## config.mk

```make
export PLATFORM = sky130hd
export DESIGN_NAME = data_parse
export DESIGN_NICKNAME = d
export VERILOG_FILES = /design/src/rtl/data_parse_pkg.sv /design/src/rtl/chip_lane_demux.sv /design/src/rtl/data_parse.sv
export SDC_FILE = /design/constraint.sdc
export NUM_CORES = 1
export LEC_CHECK = 0
export BUFFER_PORTS_ARGS = -buffer_cell sky130_fd_sc_hd__buf_2
export CORE_MARGIN = 10
export CORE_UTILIZATION = 54
export DETAILED_ROUTE_END_ITERATION = 10
export GPL_ROUTABILITY_DRIVEN = 0
export GPL_TIMING_DRIVEN = 0
export PLACE_DENSITY = 0.82
export SKIP_LAST_GASP = 1
export SYNTH_ARGS = -nofsm -noshare
export SYNTH_HDL_FRONTEND = slang
export SYNTH_HIERARCHICAL = 1
export SYNTH_SLANG_ARGS = --single-unit
export TNS_END_PERCENT = 50
```

## constraint.sdc

```tcl
create_clock -name clk -period 3.6 [get_ports clk]
set_input_delay 0.18 -clock clk [delete_from_list [all_inputs] [get_ports clk]]
set_output_delay 0.18 -clock clk [all_outputs]
set_load 0.005 [all_outputs]
```

## src/rtl/data_parse_pkg.sv

```systemverilog
// Shared packet-format constants for the packet builder and parser.
// Contents: bag/head codes, DLINK magic word, data bag geometry, parser states,
// and the head-nibble to bag-type decode.
package data_parse_pkg;

   localparam int ADDR_W   = 12;
   localparam int DATA_LEN = 64;
   localparam int CHIP_NUM = 8;

   localparam logic [3:0] BAG_NONE  = 4'b0000;
   localparam logic [3:0] BAG_DLINK = 4'b1000;
   localparam logic [3:0] BAG_DTYPE = 4'b1001;
   localparam logic [3:0] BAG_DTEMP = 4'b1010;
   localparam logic [3:0] BAG_DATA  = 4'b1101;

   localparam logic [3:0] HEAD_DLINK = 4'hD;
   localparam logic [3:0] HEAD_DTYPE = 4'h1;
   localparam logic [3:0] HEAD_DTEMP = 4'h9;
   localparam logic [3:0] HEAD_DATA  = 4'h3;

   localparam logic [11:0] DATA_DLINK = 12'h123;

   typedef enum logic [2:0] {
      MAIN_IDLE,
      MAIN_WAIT,
      RD_HEAD,
      HEAD_LAT,
      DECODE,
      BODY,
      MAIN_DONE
   } state_t;

   // Unknown head nibbles map to BAG_NONE, which the parser treats as a parse error.
   function automatic logic [3:0] head_to_bag(input logic [3:0] head);
      logic [3:0] bag;
      case (head)
         HEAD_DLINK: bag = BAG_DLINK;
         HEAD_DTYPE: bag = BAG_DTYPE;
         HEAD_DTEMP: bag = BAG_DTEMP;
         HEAD_DATA:  bag = BAG_DATA;
         default:    bag = BAG_NONE;
      endcase
      return bag;
   endfunction

endpackage

```

## src/rtl/chip_lane_demux.sv

```systemverilog
// Purpose: steer one sample byte to its chip lane with a one-hot write strobe.
// Latency: combinational; the parent registers the outputs.
// Backpressure: none; downstream FIFOs are sized to absorb a full data bag.
// Ports: vld/chip/din in; txen one-hot (msb = chip index 0), txd lane-packed, idle lanes 0.
module chip_lane_demux #(
   parameter int CHIP_NUM = 8,
   parameter int CHIP_W   = $clog2(CHIP_NUM)
) (
   input  logic                  vld,
   input  logic [CHIP_W-1:0]     chip,
   input  logic [7:0]            din,
   output logic [CHIP_NUM-1:0]   txen,
   output logic [CHIP_NUM*8-1:0] txd
);

   // Chip 0 owns the most significant lane, so the bit position is reversed.
   logic [CHIP_W-1:0] lane;
   logic [CHIP_W+2:0] base;

   assign lane = CHIP_W'(CHIP_NUM - 1) - chip;
   assign base = {lane, 3'b000};

   always_comb begin
      txen = '0;
      txd  = '0;
      if (vld) begin
         txen[lane]      = 1'b1;
         txd[base +: 8]  = din;
      end
   end

endmodule

```

## src/rtl/data_parse.sv

```systemverilog
// Purpose: read one packet from RX packet RAM, decode the head, route DATA samples to chip FIFOs.
// Latency: head decoded 3 clk after fs; body streams one byte/clk, fifo write 1 clk after RAM data.
// Backpressure: none; fs/fd level handshake, fs only accepted in MAIN_WAIT.
// Ports: clk/rst; fs in, fd out; ram_addr_init/ram_rxa/ram_rxd RAM read port;
//        decoded fields btype..parse_err; fifo_txen/fifo_txd per-chip sample writes.
module data_parse
   import data_parse_pkg::*;
(
   input  logic                  clk,
   input  logic                  rst,
   input  logic                  fs,
   output logic                  fd,
   input  logic [ADDR_W-1:0]     ram_addr_init,
   output logic [ADDR_W-1:0]     ram_rxa,
   input  logic [7:0]            ram_rxd,
   output logic [3:0]            btype,
   output logic [3:0]            device_idx,
   output logic [7:0]            device_type,
   output logic [7:0]            device_temp,
   output logic [3:0]            data_idx,
   output logic [3:0]            device_stat,
   output logic                  link_ok,
   output logic                  parse_err,
   output logic [CHIP_NUM-1:0]   fifo_txen,
   output logic [CHIP_NUM*8-1:0] fifo_txd
);

   localparam int         CHIP_W    = $clog2(CHIP_NUM);
   localparam int         LEN_LG    = $clog2(DATA_LEN);
   localparam logic [9:0] DATA_LAST = 10'(CHIP_NUM * DATA_LEN + 1);

   state_t state, state_nxt;

   // iidx: index of the byte whose address is on ram_rxa; bidx: index of the byte on ram_rxd.
   logic [9:0]            iidx, bidx;
   logic                  iss;      // still issuing body addresses
   logic                  dvld;     // ram_rxd carries body byte bidx
   logic                  done_p;   // last body byte was consumed last clk
   logic [3:0]            head_bag;
   logic [9:0]            last_idx;
   logic [9:0]            samp_off;
   logic [CHIP_W-1:0]     samp_chip;
   logic                  samp_vld;
   logic [CHIP_NUM-1:0]   txen_c;
   logic [CHIP_NUM*8-1:0] txd_c;

   assign head_bag  = head_to_bag(ram_rxd[7:4]);
   assign last_idx  = (btype == BAG_DATA) ? DATA_LAST : 10'd1;
   assign samp_off  = bidx - 10'd2;
   assign samp_chip = CHIP_W'(samp_off >> LEN_LG);
   assign samp_vld  = dvld && (btype == BAG_DATA) && (bidx >= 10'd2);
   assign fd        = (state == MAIN_DONE);

   chip_lane_demux #(.CHIP_NUM(CHIP_NUM), .CHIP_W(CHIP_W)) u_demux (
      .vld  (samp_vld),
      .chip (samp_chip),
      .din  (ram_rxd),
      .txen (txen_c),
      .txd  (txd_c)
   );

   always_ff @(posedge clk) begin
      if (rst) state <= MAIN_IDLE;
      else     state <= state_nxt;
   end

   always_comb begin
      state_nxt = state;
      unique case (state)
         MAIN_IDLE: state_nxt = MAIN_WAIT;
         MAIN_WAIT: if (fs) state_nxt = RD_HEAD;
         RD_HEAD:   state_nxt = HEAD_LAT;
         HEAD_LAT:  state_nxt = DECODE;
         DECODE:    state_nxt = (head_bag == BAG_NONE) ? MAIN_DONE : BODY;
         // done_p lags the last byte by one clk so the final fifo write lands inside BODY.
         BODY:      if (done_p) state_nxt = MAIN_DONE;
         MAIN_DONE: if (!fs) state_nxt = MAIN_WAIT;
         default:   state_nxt = MAIN_IDLE;
      endcase
   end

   always_ff @(posedge clk) begin
      if (rst) begin
         ram_rxa     <= '0;
         iidx        <= '0;
         bidx        <= '0;
         iss         <= 1'b0;
         dvld        <= 1'b0;
         done_p      <= 1'b0;
         btype       <= BAG_NONE;
         device_idx  <= '0;
         device_type <= '0;
         device_temp <= '0;
         data_idx    <= '0;
         device_stat <= '0;
         link_ok     <= 1'b0;
         parse_err   <= 1'b0;
         fifo_txen   <= '0;
         fifo_txd    <= '0;
      end else begin
         dvld      <= 1'b0;
         done_p    <= 1'b0;
         fifo_txen <= txen_c;
         fifo_txd  <= txd_c;
         case (state)
            MAIN_WAIT: begin
               if (fs) begin
                  ram_rxa     <= ram_addr_init;
                  btype       <= BAG_NONE;
                  device_idx  <= '0;
                  device_type <= '0;
                  device_temp <= '0;
                  data_idx    <= '0;
                  device_stat <= '0;
                  link_ok     <= 1'b0;
                  parse_err   <= 1'b0;
               end
            end
            DECODE: begin
               btype      <= head_bag;
               device_idx <= ram_rxd[3:0];
               parse_err  <= (head_bag == BAG_NONE);
               iss        <= (head_bag != BAG_NONE);
               ram_rxa    <= ram_rxa + 1'b1;
               iidx       <= 10'd1;
            end
            BODY: begin
               if (iss) begin
                  if (iidx == last_idx) begin
                     iss <= 1'b0;
                  end else begin
                     ram_rxa <= ram_rxa + 1'b1;
                     iidx    <= iidx + 10'd1;
                  end
               end
               dvld <= iss;
               bidx <= iidx;
               if (dvld && (bidx == 10'd1)) begin
                  case (btype)
                     BAG_DLINK: link_ok     <= ({device_idx, ram_rxd} == DATA_DLINK);
                     BAG_DTYPE: device_type <= ram_rxd;
                     BAG_DTEMP: device_temp <= ram_rxd;
                     BAG_DATA:  {data_idx, device_stat} <= ram_rxd;
                     default:   ;
                  endcase
               end
               done_p <= dvld && (bidx == last_idx);
            end
            default: ;
         endcase
      end
   end

endmodule

```

* Word level (Yosys, flattened, before mapping) *
Index checks and enable logic that the tools add are counted.
W data, S select, Z words.

storage, ports and cells
  input bits = 23
  logic and storage cells = 120
  bits in registers = 144

cells by class
  bitwise gates (word level) = 3
  add/sub/neg operators = 5
  reduce and logical (&&, ||, !) cells = 22
  shift-type cells = 2
  order comparisons = 3
  muxes and demuxes = 40
  eq/ne operators = 28

operator list
  cell                      count
  $and A64 B64 Y64          1
  $shift A8 B8 Y64 const A  1
  $shiftx A8 B8 Y64         1
  $mux W8                   5
  $mux W12                  3
  $pmux W12 S3              1
  $pmux W4 S2               4
  $pmux W8 S2               2
  $mux W10                  3
  $eq A4 B4 Y1 const B      6
  $pmux W3 S7               1
  $eq A10 B10 Y1            2
  $mux W4                   5
  $pmux W10 S2              1
  $reduce_and A4 Y1         5
  $ne A2 B2 Y1 const B      8
  $pmux W4 S4               1
  $add A12 B1 Y12 const B   1
  $eq A12 B9 Y1 const B     1
  $add A10 B1 Y10 const B   1
  $eq A10 B1 Y1 const B     1
  $ge A10 B2 Y1 const B     1
  $eq A3 B3 Y1 const B      3
  $mux W3                   3
  24 further kinds          42

* Depth between registers and ports, before layout *
Gate-level depths: netlist (run 1).

  depth in word-level cells = 6
  gate-level depth with buffers = 11
  depth with buffers taken out = 8

* Cells and area by module *
The synthesis (run 1) kept the hierarchy.

modules (own cells, without submodules)
  module           area each (um^2)  cells each  sequential area each (um^2)  instances
  data_parse       5410.2            556         2882.8                       1
  chip_lane_demux  1013.5            129         0.0                          1

* Least setup slack after synthesis (run 1) *
Ideal clock, no wire load.

  kind = reg2reg
  from = register bidx[1]
  to = register fifo_txd[36]
  clock period less this slack = 2.925 ns
  stages on the path, launching flop included = 12
  path slack = 0.675 ns
  path buffers = 3
  arrival time = 2.858 ns
  cell sequence = dfxtp_1 or4_4 or3_1 xnor2_1 buf_6 inv_1 ha_1 or3b_1 buf_2 buf_6 nor4_4 nor2b_1

on the way
  longest elaborated chain between the ends = 5

RTL lines
  element                                                RTL line               text
  start: declaration                                     data_parse.sv:35       logic [9:0] iidx, bidx;
  start signal: assignment                               data_parse.sv:137      bidx <= iidx;
  $sub A9 B2 Y9 *                                        data_parse.sv:49       assign samp_off = bidx - 10'd2;
  via samp_off[7]                                        data_parse.sv:41       logic [9:0] samp_off;
  $sub A3 B3 Y3 *                                        chip_lane_demux.sv:20  assign lane = CHIP_W'(CHIP_NUM - 1) - chip;
  $neg A6 Y8 *                                           chip_lane_demux.sv:28  txd[base +: 8] = din;
  $shiftx A8 B8 Y64 or $shift A8 B8 Y64 (tied branches)  chip_lane_demux.sv:28
  $and A64 B64 Y64 (no source line) *                    n/a
  end signal: assignment                                 data_parse.sv:104      fifo_txd <= txd_c;
  end: declaration                                       data_parse.sv:25       output logic [CHIP_NUM*8-1:0] fifo_txd

The timed path passes the listed nets; every way through them passes the cells marked *.
A chain may end at the register's enable or synchronous reset.

* Final worst setup path (run 1) *
  from = register bidx[1]
  to = register fifo_txd[39]

Same word-level chain as after synthesis.

==> results of run 1 <==
-- worst max-delay path, cell delays in order, from the launching register on --
cell	delay, ns
dfxtp_1	0.31
or4_4	0.54
or3_1	0.40
xnor2_1	0.32
buf_6	0.18
inv_1	0.08
ha_1	0.33
or3b_1	0.36
buf_2	0.16
buf_6	0.17
nor4_4	0.14
nor2b_1	0.19
-- power breakdown --
| group | switching (uW) | internal, uW | total, uW | leakage (uW) |
|---|---|---|---|---|
| combinational | 187 | 88.6 | 276 | 0.00195 |
| sequential | 20.1 | 1610 | 1630 | 0.00116 |
| clock | 644 | 1120 | 1770 | 0.000290 |
| total | 851 | 2820 | 3680 | 0.00340 |
-- registers in the layout, indices dropped and copies added, names as in the netlist, 3 cells and up --
signal       flops
iidx            10
device_temp      8
data_idx         4
device_stat      4
fifo_txd        64
fifo_txen        8
state            3
ram_rxa         12
bidx            10
device_idx       4
btype            4
device_type      8
-- kinds of logic (layout without fill, tap and decap cells) --
| logic type | Yosys count | count (layout) | share of synthesized area [%] |
|---|---|---|---|
| compound gates | 81 | 81 | 9.06 |
| xor+xnor | 11 | 11 | 1.50 |
| fa+ha+maj | 9 | 9 | 1.75 |
| buf+inv | 75 | 246 | 6.04 |
| flops | 144 | 144 | 44.9 |
| mux | 25 | 25 | 3.97 |
| simple gates | 340 | 340 | 32.8 |
-- per-layer routing --
| layer | part of all wire (%) | vias up |
|---|---|---|
| met5 | 0 | - |
| met2 | 50 | 290 |
| met1 | 39 | 2707 |
| met4 | 2.4 | 0 |
| li1 | - | 2709 |
| met3 | 8.8 | 46 |
-- worst paths after layout --
kind / from / end / slack, ns
worst max-delay path: bidx[1] / fifo_txd[39] / 0.35
worst min-delay path: ram_addr_init[1] / ram_rxa[1] / 0.06
worst max register to register: bidx[1] / fifo_txd[39] / 0.35
worst min register to register: bidx[0] / bidx[0] / 0.46
-- layout make-up --
type | count | area, sq um
Clock inverter | 9 | 134
Sequential cell | 144 | 2880
Fill cell | 892 | 3610
Tap cell | 143 | 179
Timing Repair Buffer | 140 | 701
Buffer | 51 | 298
Multi-Input combinational cell | 466 | 3150
Inverter | 24 | 90.1
Clock buffer | 22 | 464
-- layout by cell type (no fill, tap or decap), drive strengths merged, types with 9 or more instances in the layout --
master and count:
nand2 76, o21ai 10, clkbuf 45, nor4 43
nor3 39, nor2b 79, mux2i 24, ha 9
inv 24, buf 168, nand3 19, a21oi 25
nor2 37, dfxtp 144, o31ai 9
-- stage by stage --
| stage | utilization [%] | cells |
|---|---|---|
| after global placement | 63.4 | 968 |
| after floorplan | - | 685 |
| after global routing | 68.6 | 999 |
| after detailed placement | 63.4 | 968 |
| after CTS | 68.6 | 999 |
| final | 68.6 | 999 |
==> metrics.md, run 1 <==
| Metric | Value |
|---|---|
| Worst clock skew | 0.00408 ns |
| H-tree Lvls | 4 |
| Syn. warnings | 6 |
| CTS tree | built |
| Number of port buffers | 140 |
| Fin crit share | around nine tenths |
| Distinct cells, synth | ~70 |
| Post-route setup TNS | 0 ns |
| Reg2Reg Depth | 11 |
| Share of cells above drive strength 1 | 28.4% |
| Chip height | about 130 um |
| Max clock buf depth | 2 |
| Final wirelength | 18.1 mm |
| Yosys reg bits | about 140 |
| CTS resizes | 0 |
| ANT nets after route | 0 |
| Area leader, netlist | dfxtp_1 |
| Clk pin slew, worst setup/hold paths | roughly 0.060 ns |
| Cell count after synthesis | roughly 690 |
| Max-slew headroom | roughly 55% |
| Fmax | ~0.31 GHz |
| Row count | 39 |
| DR DRC count | 0 |
| Crit start category | flip-flop |
| Max-Cap Viols | 0 |
| Final setup fails | 0 |
| Final Cell Area | about 7900 sq um |
| Die area | 16700 sq um |
| Met2 Usage GRT | 36.7% |
| Num CTS Buffers | 17 |
| Count leader, synth | dfxtp_1 |
| WS Path Type | flip-flop to flip-flop |
| Critical Path AT | between 3 and 4 ns |
| Peak supply drop | between 0.0002 and 0.0003 V |
| DP Worst Slack | about 0.37 ns |
| CP Capture Type | flip-flop |
| Area grow syn2layout | 23.0% |
| Final worst-path setup slack | around 0.35 ns |
| Post-CTS setup buffer count | 0 |
| ANT cells | 0 |
| First-pass DRT Iterations | 5 |
| Skew-Pair Late Insertion Delay | between 0.4 and 0.5 ns |
| DP Wirelength | between 10 and 15 mm |
| GR Util met3 | between 5 and 6% |
| Vias in the first global route | 5649 |
| Initial DRC count | 490 |
| Initial Util | 55.8% |
| GRT met1 Usage | a little under a quarter |
| Pwr Density | ~470 nW/um^2 |
| Outcome | finished clean |
| Worst hold margin | a little under 0.06 ns |
| Post-synthesis sequential area ratio | 44.9% |
| Worst Hold Class | input port to flip-flop |
| DR WL/cell | 18.1 um |
| First-pass GRT wire length | approximately 28 mm |
| Synth area leaders | dfxtp_1 45%, nor2b_1 7.7%, nand2_1 4.4% |
| Asr flop ratio synth | 0% |
| Crit path max fanout | 10 |
| Leak | 0.00340 uW |
| Instance area after placement | about 7300 sq um |
| Avg Inst Size Synth | 9.38 sq um |
| Core area | between 10000 and 15000 sq um |
| I/O pin cnt | between 100 and 150 |
| Number of synthesized flops with an enable pin | 0 |
| Vias/cell | 5.76 |
| Synth Flop Type | dfxtp_1 |
| Grt total ovfl | 0 |
| Synth top area share | between 40 and 50% |
| GRT Max-Usage Layer | met2 |
| Syn nets | approximately 720 |
| Final hold vios | 0 |
| Largest net degree at the start of global routing | 17 |
| Power, Total | between 3000 and 4000 uW |
| Antenna violations before repair | 0 |
| Worst slew pin tran | around 0.68 ns |
| Overall Global Routing Usage | 21.1% |
| Final Critical Period | around 3.3 ns |
| Hold Crit Depth | 3 |
| Root buf cell | clkbuf_16 |
| RSZ-0062 raised after global routing | false |
| Layout net count | a little under 900 |
| Data required time of the worst path | between 3 and 4 ns |
| Max Slew Vio Count | 0 |
| Vias | between 5k and 6k |
| Clock sinks | around 140 |
| CTS Hold Bufs | 0 |
| Post-synth design cell area | about 6400 sq um |
| Synth cell count leaders | 144 x dfxtp_1, 79 x nor2b_1, 75 x nand2_1 |
| Die Wd | ~130 um |
(Power assumes the default switching activity.)
==> run 2: changes to the inputs <==
--- a/config.mk
+++ b/config.mk
@@ -7,11 +7,12 @@
 export LEC_CHECK = 0
 export BUFFER_PORTS_ARGS = -buffer_cell sky130_fd_sc_hd__buf_2
 export CORE_MARGIN = 10
-export CORE_UTILIZATION = 54
+export CORE_UTILIZATION = 56
+export CTS_BUF_LIST = sky130_fd_sc_hd__clkbuf_8
 export DETAILED_ROUTE_END_ITERATION = 10
 export GPL_ROUTABILITY_DRIVEN = 0
 export GPL_TIMING_DRIVEN = 0
-export PLACE_DENSITY = 0.82
+export PLACE_DENSITY = 0.85
 export SKIP_LAST_GASP = 1
 export SYNTH_ARGS = -nofsm -noshare
 export SYNTH_HDL_FRONTEND = slang
==> run 2 against run 1 <==
Count of clock-buffer cells in the layout shrank 2. Critical path type unchanged. Register-to-register slack better by 0.02 ns. Sequential cell count stayed put. Maximum frequency rose by 0.47%. Core utilization shrank 0.82 points. Clock skew increased by 0.011 ns. Total power fell by 15%. Cell area shrank 2.9%. Largest power group is now registers. Routed wire length is 7.5% lower. Clock power down 31%. Critical path depth unchanged.
==> metrics.md, run 2 (synthesis results as in run 1) <==
| Metric | Value |
|---|---|
| Overall Global Routing Usage | 20.0% (was 21.1%) |
| Skew-Pair Late Insertion Delay | 0.46 ns (was 0.42 ns) |
| Internal power | 2350 uW (was 2820 uW) |
| Largest regs | fifo_txd: 64 flops, ram_rxa: 12 flops (unchanged) |
| Worst Setup SP | bidx[1] (unchanged) |
| Vias/cell | 5.61 (was 5.76) |
| Psw | 774 uW (was 851 uW) |
| Post-Place Cells | 968 (unchanged) |
| Layout net count | 876 (unchanged) |
| Max Slew Vio Count | 0 (unchanged) |
| Final Critical Period | 3.24 ns (was 3.25 ns) |
| Row count | 39 (unchanged) |
| Crit path max fanout | 10 (unchanged) |
| Worst stage delay on the critical path | 0.54 ns (about the same) |
| CTS tree | built (unchanged) |
| Initial Util | 56.7% (was 55.8%) |
| Leak | 0.00332 uW (was 0.00340 uW) |
| WS Path Type | flip-flop to flip-flop (unchanged) |
| H-tree Lvls | 4 (unchanged) |
| Clk pin slew, worst setup/hold paths | 0.08 ns (was 0.06 ns) |
| Worst slew pin tran | 0.669 ns (was 0.679 ns) |
| Vias in the first global route | 5291 (was 5649) |
| Num CTS Buffers | 17 (unchanged) |
| CTS Hold Bufs | 0 (unchanged) |
| Final setup fails | 0 (unchanged) |
| Antenna violations before repair | 0 (unchanged) |
| Commonest cells after routing, fill and taps aside | 152 x buf_2, 144 x dfxtp_1, 79 x nor2b_1 (unchanged) |
| Post-route setup TNS | 0 ns (unchanged) |
| Switching Fraction | 24.8% (was 23.2%) |
| Met2 wire len | 8.37 mm (was 9.05 mm) |
| I/O pin cnt | 142 (unchanged) |
| Pwr Density | 407 nW/um^2 (was 465 nW/um^2) |
| Outcome | finished clean (unchanged) |
| Clock power frac | 39.2% (was 48.0%) |
| RSZ-0062 raised after global routing | false (unchanged) |
| Crit start category | flip-flop (unchanged) |
| RR Startpoint | bidx[1] (unchanged) |
| Register share of total power | 52.2% (was 44.5%) |
| Max-slew headroom | 55.1% (was 54.7%) |
| Final wirelength | 16.7 mm (was 18.1 mm) |
| Top delay family on crit path | simple AND/OR/NAND/NOR gates (unchanged) |
| ANT nets after route | 0 (unchanged) |
| # fillers | 925 (was 892) |
| First-pass DRT Iterations | 5 (unchanged) |
| Initial DRC count | 450 (was 490) |
| Power share of the combinational group | 8.6% (was 7.5%) |
| R2R setup slack | 0.36 ns (was 0.35 ns) |
| Critical path depth in cells | 11 (unchanged) |
| Final hold vios | 0 (unchanged) |
| CTS resizes | 0 (unchanged) |
| Clock sinks | 144 (unchanged) |
| Met1 WL | 6.70 mm (was 7.02 mm) |
| Area grow syn2layout | 19.5% (was 23.0%) |
| Peak supply drop | 0.000337 V (was 0.000273 V) |
| Top sig layer | met4 (unchanged) |
| Share of cells above drive strength 1 | 28.3% (was 28.4%) |
| Fin cells | 998 (was 999) |
| Fin crit share | 89.9% (was 90.3%) |
| WL met3 | 1.19 mm (was 1.60 mm) |
| Critical path buffers and inverters | 4 (unchanged) |
| Worst Setup EP | fifo_txd[0] (was fifo_txd[39]) |
| Chip height | 127 um (was 129 um) |
| Reg2Reg Depth | 11 (unchanged) |
| Final Cell Area | 7670 sq um (was 7900 sq um) |
| Worst Hold Class | input port to flip-flop (unchanged) |
| Number of port buffers | 140 (unchanged) |
| Crit-path cells | or4_4 > or3_1 > xnor2_1 > buf_6 > inv_1 > ha_1 > buf_6 > or3b_1 > buf_6 > nor3_2 > nor2b_1 (was or4_4 > or3_1 > xnor2_1 > buf_6 > inv_1 > ha_1 > or3b_1 > buf_2 > buf_6 > nor4_4 > nor2b_1) |
| Crit-path slowest cell | or4_4 (unchanged) |
| Worst reg2reg path endpoint | fifo_txd[0] (was fifo_txd[39]) |
| Power, Total | 3120 uW (was 3680 uW) |
| DR DRC count | 0 (unchanged) |
| Instance area after placement | 7300 sq um (unchanged) |
| First-pass GRT wire length | 26.7 mm (was 28.2 mm) |
| Max clock buf depth | 2 (unchanged) |
| Most frequent CP cell | buf_6 (unchanged) |
| Fmax | 0.309 GHz (was 0.307 GHz) |
| Most common cell after layout, fill and taps aside | buf_2 (unchanged) |
| Post-CTS setup buffer count | 0 (unchanged) |
| Grt total ovfl | 0 (unchanged) |
| Vias | 5598 (was 5752) |
| Data required time of the worst path | 3.97 ns (was 3.95 ns) |
| Max-Cap Viols | 0 (unchanged) |
| Max reg flops | 64 (unchanged) |
| Largest net degree at the start of global routing | 17 (unchanged) |
| Worst clock skew | 0.0155 ns (was 0.00408 ns) |
| Critical Path AT | 3.60 ns (about the same) |
| Die Wd | 127 um (was 129 um) |
| Core area | 11300 sq um (was 11500 sq um) |
| Most flops, register | fifo_txd (unchanged) |
| DR WL/cell | 16.8 um (was 18.1 um) |
| Root buf cell | clkbuf_8 (was clkbuf_16) |
| ANT cells | 0 (unchanged) |
| CP Capture Type | flip-flop (unchanged) |
| DP Wirelength | 12.5 mm (was 13.6 mm) |
| Die area | 16200 sq um (was 16700 sq um) |
[run 2: cell count changes in the layout (fill, tap and decap cells not counted), sizes merged]
| cell | change |
|---|---|
| inv | +3 |
| clkbuf | -2 |
| bufinv | -1 |
| clkinvlp | -1 |
[run 2: worst min path at each step]
stage / from / end / slack (ns) / cells past startpoint
2_1_floorplan: ram_rxd[0] / device_idx[0] / 0.34 / 2
6_report: ram_addr_init[1] / ram_rxa[1] / 0.03 / 3
5_1_grt: ram_addr_init[1] / ram_rxa[1] / 0.03 / 3
3_5_place_dp: bidx[0] / bidx[0] / 0.44 / 2
3_3_place_gp: bidx[0] / bidx[0] / 0.44 / 2
4_1_cts: ram_addr_init[1] / ram_rxa[1] / 0.02 / 3
[run 2: tightest hold or removal path, cell delays in order]
cell	delay [ns]
buf_2	0.09
nand2_1	0.06
a311oi_2	0.09
[run 2: layout make-up]
type                            count  area (sq um)  area share [%]
Inverter                           24          90.1            1.17
Timing Repair Buffer              140           701            9.13
Buffer                             51           298            3.88
Multi-Input combinational cell    466          3150            41.1
Clock inverter                     10          96.3            1.26
Tap cell                          143           179            2.33
Clock buffer                       20           275            3.59
Sequential cell                   144          2880            37.6
[run 2: power by group through the flow]
stage                     combinational [uW]  sequential [uW]  clock, uW
after global placement                   263             1670          0
after global routing                     293             1630       1280
final                                    268             1630       1220
after detailed placement                 266             1670          0
after floorplan                          177             1670          0
after CTS                                267             1630       1230
[run 2: metal layers]
metal / track usage, % / vias up
li1: - / 2709
met1: 22.5 / 2641
met2: 33.9 / 205
met3: 5.79 / 43
met4: 10.2 / 0
met5: 0 / -
[run 2: metrics by stage]
step                setup WS, ns  hold slack, ns  utilization (%)
floorplan                  0.675           0.342                -
global placement           0.429           0.441             64.5
detailed placement         0.365           0.444             64.5
CTS                        0.336          0.0168             67.8
global route               0.151          0.0297             67.8
finish                     0.363          0.0263             67.8
==> run 3: changes to the inputs <==
--- a/config.mk
+++ b/config.mk
@@ -6,13 +6,14 @@
 export NUM_CORES = 1
 export LEC_CHECK = 0
 export BUFFER_PORTS_ARGS = -buffer_cell sky130_fd_sc_hd__buf_2
+export CORE_ASPECT_RATIO = 1.2
 export CORE_MARGIN = 10
 export CORE_UTILIZATION = 56
 export CTS_BUF_LIST = sky130_fd_sc_hd__clkbuf_8
 export DETAILED_ROUTE_END_ITERATION = 10
 export GPL_ROUTABILITY_DRIVEN = 0
 export GPL_TIMING_DRIVEN = 0
-export PLACE_DENSITY = 0.85
+export PLACE_DENSITY_LB_ADDON = 0.12
 export SKIP_LAST_GASP = 1
 export SYNTH_ARGS = -nofsm -noshare
 export SYNTH_HDL_FRONTEND = slang
==> run 3 against run 2 <==
Register-to-register slack improved by 0.02 ns. Via count shrank 0.27%. Maximum frequency is 0.47% higher. Sequential share of layout area decreased by 0.12 points. Clock power barely moved. Global-route usage increased by 1.2 points.
==> metrics.md, run 3 (synthesis results as in run 1) <==
| Metric | Value |
|---|---|
| I/O pin cnt | 142 (unchanged) |
| Power share of the combinational group | 8.7% (was 8.6%) |
| Most flops, register | fifo_txd (unchanged) |
| Largest net degree at the start of global routing | 17 (unchanged) |
| Row count | 42 (was 39) |
| ANT nets after route | 0 (unchanged) |
| Crit path max fanout | 10 (unchanged) |
| Max-Cap Viols | 0 (unchanged) |
| Clock power frac | 39.2% (about the same) |
| Area grow syn2layout | 19.9% (was 19.5%) |
| Final worst-path setup slack | 0.378 ns (was 0.363 ns) |
| Max clock buf depth | 2 (unchanged) |
| Final wirelength | 17.5 mm (was 16.7 mm) |
| R2R setup slack | 0.38 ns (was 0.36 ns) |
| Outcome | finished clean (unchanged) |
| CTS resizes | 0 (unchanged) |
| Worst Hold Launch | ram_addr_init[1] (unchanged) |
| Worst clock skew | 0.0129 ns (was 0.0155 ns) |
| Antenna violations before repair | 0 (unchanged) |
| Skew-Pair Late Insertion Delay | 0.44 ns (was 0.46 ns) |
| DR WL/cell | 17.3 um (was 16.8 um) |
| Data required time of the worst path | 3.97 ns (about the same) |
| Grt total ovfl | 0 (unchanged) |
| Peak supply drop | 0.000218 V (was 0.000337 V) |
| Commonest cells after routing, fill and taps aside | 152 x buf_2, 144 x dfxtp_1, 79 x nor2b_1 (unchanged) |
| Final hold vios | 0 (unchanged) |
| RSZ-0062 raised after global routing | false (unchanged) |
| Internal power | 2330 uW (was 2350 uW) |
| Clock sinks | 144 (unchanged) |
| Fin crit share | 89.5% (was 89.9%) |
| RR Startpoint | bidx[1] (unchanged) |
| CTS tree | built (unchanged) |
| DP Wirelength | 13.1 mm (was 12.5 mm) |
| Worst Setup EP | fifo_txd[37] (was fifo_txd[0]) |
| Post-CTS setup buffer count | 0 (unchanged) |
| Worst reg2reg path endpoint | fifo_txd[37] (was fifo_txd[0]) |
| First-pass GRT wire length | 28.0 mm (was 26.7 mm) |
| Reg2Reg Depth | 11 (unchanged) |
| Pwr Density | 407 nW/um^2 (about the same) |
| Post-route setup TNS | 0 ns (unchanged) |
| Leak | 0.00330 uW (was 0.00332 uW) |
| WS Path Type | flip-flop to flip-flop (unchanged) |
| Vias/cell | 5.53 (was 5.61) |
| Root buf cell | clkbuf_8 (unchanged) |
| Final Critical Period | 3.22 ns (was 3.24 ns) |
| DP Worst Slack | 0.417 ns (was 0.365 ns) |
| Layout net count | 876 (unchanged) |
| Switching Fraction | 25.6% (was 24.8%) |
| Psw | 802 uW (was 774 uW) |
| Initial DRC count | 530 (was 450) |
| Max-slew headroom | 54.6% (was 55.1%) |
| Max reg flops | 64 (unchanged) |
| Initial Util | 57.7% (was 56.7%) |
| Share of cells above drive strength 1 | 28.7% (was 28.3%) |
| DR DRC count | 0 (unchanged) |
| Num CTS Buffers | 17 (unchanged) |
| Vias | 5583 (was 5598) |
| Final setup fails | 0 (unchanged) |
| Register share of total power | 52.1% (was 52.2%) |
| CTS Hold Bufs | 0 (unchanged) |
| Chip height | 137 um (was 127 um) |
| Crit start category | flip-flop (unchanged) |
| CP Capture Type | flip-flop (unchanged) |
| Power, Total | 3130 uW (was 3120 uW) |
| H-tree Lvls | 4 (unchanged) |
| Worst Hold Class | input port to flip-flop (unchanged) |
| Die area | 16200 sq um (about the same) |
| Largest regs | fifo_txd: 64 flops, ram_rxa: 12 flops (unchanged) |
| Number of port buffers | 140 (unchanged) |
| Max Slew Vio Count | 0 (unchanged) |
| Most common cell after layout, fill and taps aside | buf_2 (unchanged) |
| Worst slew pin tran | 0.677 ns (was 0.669 ns) |
| First-pass DRT Iterations | 5 (unchanged) |
| Vias in the first global route | 5542 (was 5291) |
| Critical Path AT | 3.59 ns (was 3.60 ns) |
| Core area | 11100 sq um (was 11300 sq um) |
| ANT cells | 0 (unchanged) |
| Worst Setup SP | bidx[1] (unchanged) |
| Clk pin slew, worst setup/hold paths | 0.08 ns (about the same) |
| Fmax | 0.310 GHz (was 0.309 GHz) |
| Overall Global Routing Usage | 21.2% (was 20.0%) |
| Die Wd | 118 um (was 127 um) |
[run 3: through the flow]
step                      utilization (%)  hold WS, ns  std cells  instance area (sq um)
after floorplan                         -        0.342        685                   6420
final                                69.1       0.0375       1009                   7700
after CTS                            69.1       0.0188       1009                   7700
after global routing                 69.1       0.0196       1009                   7700
after detailed placement             65.7        0.450        979                   7320
after global placement               65.7        0.444        979                   7320
[run 3: power by group through the flow]
stage               Sequential, uW  Combinational, uW  Clock (uW)
floorplan                     1670                177           0
global placement              1670                264           0
detailed placement            1670                270           0
CTS                           1630                271        1240
global route                  1630                295        1320
finish                        1630                274        1230
[run 3: layer usage]
metal  GRT usage [%]  vias to the layer above  part of all wire, %
met4            7.57                        0                  1.6
met1            23.3                     2633                   39
li1                -                     2702                    -
met2            39.0                      213                   53
met3            5.32                       35                  6.1
met5               0                        -                    0
[run 3: layout make-up]
class | count | area (sq um)
Fill cell | 950 | 3440
Sequential cell | 144 | 2880
Tap cell | 154 | 193
Timing Repair Buffer | 140 | 701
Multi-Input combinational cell | 466 | 3150
Clock buffer | 22 | 303
Buffer | 51 | 298
Clock inverter | 8 | 80.1
Inverter | 24 | 90.1
[run 3: worst min-delay path by stage]
stage	endpoint	slack [ns]	depth (start not counted)
final	ram_rxa[1]	0.04	3
after global routing	ram_rxa[1]	0.02	3
after CTS	ram_rxa[1]	0.02	3
after detailed placement	device_temp[3]	0.45	2
after global placement	bidx[4]	0.44	2
after floorplan	device_idx[0]	0.34	2
[run 3: worst max-delay path, stage by stage (launching register included)]
cell     delay (ns)
dfxtp_1        0.32
or4_4          0.54
or3_1          0.39
xnor2_1        0.31
buf_6          0.18
inv_1          0.08
ha_1           0.32
or3b_1         0.37
buf_2          0.17
buf_6          0.17
nor4_4         0.13
nor2b_1        0.15
